$ cat config.mk
export PLATFORM = sky130hd
export DESIGN_NAME = serial2parallel
export DESIGN_NICKNAME = d
export VERILOG_FILES = /design/src/rtl/s2p_pkg.sv /design/src/rtl/s2p_fifo2.sv /design/src/rtl/serial2parallel.sv
export SDC_FILE = /design/constraint.sdc
export NUM_CORES = 1
export LEC_CHECK = 0
export CORE_ASPECT_RATIO = 1.4
export CORE_MARGIN = 1.5
export CORE_UTILIZATION = 25
export CTS_CLUSTER_SIZE = 10
export DETAILED_ROUTE_END_ITERATION = 7
export DONT_BUFFER_PORTS = 1
export GPL_TIMING_DRIVEN = 0
export PLACE_DENSITY_LB_ADDON = 0.3
export RECOVER_POWER = 50
export SYNTH_ARGS = -nofsm -noshare
export SYNTH_HDL_FRONTEND = slang
export SYNTH_SLANG_ARGS = --single-unit
$ cat constraint.sdc
create_clock -name clk -period 2.05 [get_ports clk]
set_input_delay 0.5125 -clock clk [delete_from_list [all_inputs] [get_ports clk]]
set_output_delay 0.5125 -clock clk [all_outputs]
set_load 0.03 [all_outputs]
$ cat src/rtl/s2p_pkg.sv
// Shared types and sizing for the serial-to-parallel receiver.
package s2p_pkg;

    localparam int unsigned DEF_DATA_W = 8;
    localparam int unsigned FIFO_DEPTH = 2;

    typedef enum logic {
        IDLE = 1'b0,
        RECV = 1'b1
    } s2p_state_e;

endpackage

$ cat src/rtl/s2p_fifo2.sv
// Two-entry first-in first-out buffer holding assembled words; head is always on data_o.
module s2p_fifo2
    import s2p_pkg::*;
#(
    parameter int unsigned DATA_W = DEF_DATA_W
) (
    input  logic              clk,
    input  logic              rst,
    input  logic              push_i,
    input  logic [DATA_W-1:0] push_data_i,
    input  logic              pop_i,
    output logic [DATA_W-1:0] data_o,
    output logic              full_o,
    output logic              empty_o
);

    localparam int unsigned PTR_W = $clog2(FIFO_DEPTH);

    logic [DATA_W-1:0] mem_q [FIFO_DEPTH];
    logic [PTR_W-1:0]  rd_q;
    logic [PTR_W-1:0]  wr_q;
    logic [PTR_W:0]    cnt_q;
    logic              do_push;
    logic              do_pop;

    assign empty_o = (cnt_q == '0);
    assign full_o  = (cnt_q == (PTR_W+1)'(FIFO_DEPTH));
    assign data_o  = mem_q[rd_q];

    // A push into a full buffer is only taken when a pop frees a slot in the same cycle.
    assign do_pop  = pop_i && !empty_o;
    assign do_push = push_i && (!full_o || do_pop);

    always_ff @(posedge clk or posedge rst) begin
        if (rst) begin
            for (int unsigned i = 0; i < FIFO_DEPTH; i++) begin
                mem_q[i] <= '0;
            end
            rd_q  <= '0;
            wr_q  <= '0;
            cnt_q <= '0;
        end else begin
            if (do_push) begin
                mem_q[wr_q] <= push_data_i;
                wr_q        <= wr_q + 1'b1;
            end
            if (do_pop) begin
                rd_q <= rd_q + 1'b1;
            end
            unique case ({do_push, do_pop})
                2'b10:   cnt_q <= cnt_q + 1'b1;
                2'b01:   cnt_q <= cnt_q - 1'b1;
                default: cnt_q <= cnt_q;
            endcase
        end
    end

endmodule

$ cat src/rtl/serial2parallel.sv
// Framed serial receiver: assembles MSB-first frames into words and queues them in a 2-entry FIFO.
module serial2parallel
    import s2p_pkg::*;
#(
    parameter int unsigned DATA_W = DEF_DATA_W
) (
    input  logic              clk,
    input  logic              rst,
    input  logic              serial_start,
    input  logic              serial_out,
    input  logic              serial_end,
    output logic [DATA_W-1:0] out_data,
    output logic              out_valid,
    input  logic              out_ready,
    output logic              frame_err,
    output logic              overflow
);

    localparam int unsigned      CNT_W = $clog2(DATA_W) + 1;
    localparam logic [CNT_W-1:0] LAST  = CNT_W'(DATA_W - 1);

    s2p_state_e        state_q, state_d;
    logic [CNT_W-1:0]  cnt_q, cnt_d;
    // The final bit comes straight from serial_out, so only DATA_W-1 bits are held.
    logic [DATA_W-2:0] shift_q, shift_d;
    logic              err_q, err_d;
    logic              ovf_q, ovf_d;
    logic [DATA_W-1:0] word;
    logic              push;
    logic              pop;
    logic              full;
    logic              empty;

    assign word = {shift_q, serial_out};

    always_comb begin
        state_d = state_q;
        cnt_d   = cnt_q;
        shift_d = shift_q;
        err_d   = 1'b0;
        push    = 1'b0;
        unique case (state_q)
            IDLE: begin
                if (serial_start) begin
                    if (serial_end) begin
                        err_d = 1'b1;
                    end else begin
                        shift_d = (DATA_W-1)'(serial_out);
                        cnt_d   = CNT_W'(1);
                        state_d = RECV;
                    end
                end
            end
            RECV: begin
                if (serial_start) begin
                    err_d = 1'b1;
                    if (serial_end) begin
                        cnt_d   = '0;
                        state_d = IDLE;
                    end else begin
                        shift_d = (DATA_W-1)'(serial_out);
                        cnt_d   = CNT_W'(1);
                    end
                end else begin
                    shift_d = word[DATA_W-2:0];
                    cnt_d   = cnt_q + 1'b1;
                    if (cnt_q == LAST) begin
                        cnt_d   = '0;
                        state_d = IDLE;
                        push    = serial_end;
                        err_d   = !serial_end;
                    end else if (serial_end) begin
                        cnt_d   = '0;
                        state_d = IDLE;
                        err_d   = 1'b1;
                    end
                end
            end
            default: state_d = IDLE;
        endcase
    end

    assign out_valid = !empty;
    assign pop       = out_valid && out_ready;
    assign ovf_d     = push && full && !pop;

    always_ff @(posedge clk or posedge rst) begin
        if (rst) begin
            state_q <= IDLE;
            cnt_q   <= '0;
            shift_q <= '0;
            err_q   <= 1'b0;
            ovf_q   <= 1'b0;
        end else begin
            state_q <= state_d;
            cnt_q   <= cnt_d;
            shift_q <= shift_d;
            err_q   <= err_d;
            ovf_q   <= ovf_d;
        end
    end

    assign frame_err = err_q;
    assign overflow  = ovf_q;

    s2p_fifo2 #(
        .DATA_W (DATA_W)
    ) u_fifo (
        .clk         (clk),
        .rst         (rst),
        .push_i      (push),
        .push_data_i (word),
        .pop_i       (pop),
        .data_o      (out_data),
        .full_o      (full),
        .empty_o     (empty)
    );

endmodule

==> results by group <==
Run status
  • Status: finished, final reports clean

Floorplan
  • # rows: 33
  • Die height: 95.7 um
  • Starting density of the core: 26.0%
  • Core Box Area: 5900 um^2
  • Width of the die: 69.2 um
  • DIE AREA: 6630 um^2
  • Top-Level Pins: 17

Clock tree
  • CTS clock-pin slew for the worst setup and hold paths: 60 ps
  • Num CTS Buffers: 5
  • H-tree depth: 2
  • Clk_lat worst skew: 280 ps
  • Clock Sinks: 34
  • Longest Clk Path Bufs: 2
  • Hold_buf cts: 0
  • Clock root buffer: clkbuf_8
  • TritonCTS clock tree: yes

Timing
  • Period utilisation layout: 97.0%
  • Slew Limit Fails: 0
  • Worst slew margin: 13.6%
  • Final Skew: 2.16 ps
  • Post-route minimum period: 1990 ps
  • Final setup TNS: 0 ps
  • Final Hold Fails: 0
  • Final number of setup-violating endpoints: 0
  • Hold slack: 345 ps
  • Fmax: 0.503 GHz
  • Worst-margin pin slew: 1290 ps

Logic synthesis
  • EDFF count, synth: 0
  • Seq/Total Area, Yosys: 55.4%
  • Post-Syn Nets: 124
  • Cell variety after synth: 31
  • Synth Instances: 114
  • Post-synth top flop: dfrtp_1
  • Syn Area/Cell: 13.5 um^2
  • Yosys top cell by area: dfrtp_1
  • Fraction of registers with async set/reset: 100%
  • Flops & latches, synth: 34
  • Mapped cell area: 1540 um^2
  • Synth Warn #: 0
  • Cell with the most instances after synthesis: dfrtp_1
  • Yosys top cell area share: 55.4%
  • Top cells by count, synth: 34 x dfrtp_1, 25 x mux2_2, 6 x a22o_1
  • Area contributors post-synth: dfrtp_1 55%, mux2_2 18%, a22o_1 3.4%

Global routing
  • Grt ovf: 0
  • First-pass GRT wire length: 5000 um
  • Antenna violations before repair: 0
  • Vias in the first global route: 1,037
  • Largest net degree at the start of global routing: 35
  • Global-route usage over all layers: 9.72%

Setup path
  • Kind of end point of the critical path: flop
  • Worst EP arrival: 2150 ps
  • CP max FO: 8
  • Slowest cell delay on critical path: 420 ps
  • Worst path required time: 2210 ps
  • Worst path slowest cell: dfrtp_1
  • WP buf/inv: 1
  • Startpoint Class: flop
  • Crit-path leading delay family: simple AND/OR/NAND/NOR gates
  • Crit path cell chain: ha_4 > nand2_1 > nor2_4 > ha_4 > nand3b_1 > nor3b_4 > buf_12 > mux2_2
  • Crit Path Class: flop to flop
  • Crit path top cell by count: ha_4

Detailed routing
  • Routed WL per cell: 15.6 um
  • Final Routed Wirelength: 3080 um
  • DR vias: 948
  • Routed vias/inst: 4.81
  • First-iteration detailed-routing DRC count: 81
  • DRT antenna net count: 0
  • Initial DRT Pass Iterations: 4
  • DRC viols: 0

Placement
  • Gpl congestion: 0.655
  • Hpwl dp: 2100 um
  • Port bufs: 0
  • Cells after DPL: 184

Finish
  • Finished Layout Cells: 197
  • Layout cells sized above 1: 37.8%
  • Ant diodes: 0
  • Synthesis-to-finish area growth: 17.3%
  • Final net count: 136
  • Fillers: 587

Power
  • PnR Total Power: 1.52 mW
  • Power per Cell Area: 847 nW/um^2
  • Leakage: 0.845 nW
  • Peak VDD IR: 0.234 mV

Run
  • Max-cap violations: 0

Worst hold path
  • Hold Crit Class: input port to flop
## cell families after synthesis
| family | after synthesis | synth area share [%] |
|---|---|---|
| muxes | 25 | 18.3 |
| DFF | 34 | 55.4 |
| xor gates and xnor gates | 5 | 2.85 |
| AOI/OAI and AO/OA | 16 | 7.58 |
| and+or+nand+nor | 22 | 10.4 |
| buffers and inverters | 8 | 2.20 |
| adders and majority gates | 4 | 3.26 |
## path summary, 6_finish.rpt
kind | start | end | slack [ps] | cells past startpoint
max in group asynchronous | rst | overflow | 800 | 1
min in group asynchronous | rst | u_fifo.mem_q[0] | 490 | 1
worst max-delay path | cnt_q[1] | u_fifo.mem_q[9] | 60 | 8
worst max register to register | cnt_q[1] | u_fifo.mem_q[9] | 60 | 8
worst min register to register | u_fifo.cnt_q[1] | u_fifo.cnt_q[1] | 480 | 1
worst min-delay path | serial_start | cnt_q[2] | 340 | 1
## worst register-to-register path, delay by kind of cell (launching register included)
kind | cells | cell delay [ps]
flops | 1 | 420
fa+ha+maj | 2 | 320
mux | 1 | 340
buf+inv | 1 | 150
simple gates | 4 | 630
## metal layers
metal	GRT usage, %	up-vias	share of wire, %
met4	6.05	0	1.8
li1	-	433	-
met5	0	-	0
met2	17.7	17	55
met3	3.04	5	4.5
met1	9.64	493	39
## flip-flops by register name (all words and copies together), names as in the netlist, 2 cells and up
name	cells
cnt_q	4
shift_q	7
u_fifo.cnt_q	2
u_fifo.mem_q	16
## power by group
part | internal [mW] | switching, mW | leakage [nW]
Clock | 0.271 | 0.225 | 0.0482
Combinational | 0.117 | 0.106 | 0.338
Sequential | 0.722 | 0.0846 | 0.459
Total | 1.11 | 0.415 | 0.845
## layout by cell type (no fill, tap or decap), types with 2 or more instances in the layout
cell type and instances:
ha_1 2, dfrtp_1 34, nor2b_1 2, inv_1 5
o21ai_0 2, mux2_2 25, nor2_1 2, buf_4 6
xor2_1 2, ha_4 2, a22o_1 6, xnor2_1 3
clkbuf_8 6, nand3_1 4, clkbuf_1 2, a21oi_1 4
## area by class of cell
cell class	count	area [um^2]	share of cell area, %
buffer	2	11.3	0.625
inverter	5	18.8	1.04
timing repair buffer	6	57.6	3.20
clock inverter	1	5.00	0.278
clock buffer	7	86.3	4.79
tap	70	87.6	4.86
multi-input combinational	72	683	37.9
sequential	34	851	47.3
## per-stage QoR
step	instance area, um^2	setup WS (ps)	util (%)
4_1_cts	1750	-0.864	29.6
5_1_grt	1800	-61.2	30.5
6_report	1800	61.2	30.5
3_3_place_gp	1620	-160	27.5
2_1_floorplan	1540	117	-
3_5_place_dp	1620	-253	27.5
## timing repair
item | in CTS | in global routing
pin swaps | 1 | 4
endpoints found under the setup margin | 16 | 8
setup buffers | 2 | 4
resized for setup | 3 | 3
No activity file was read; power rests on OpenSTA's default activity.
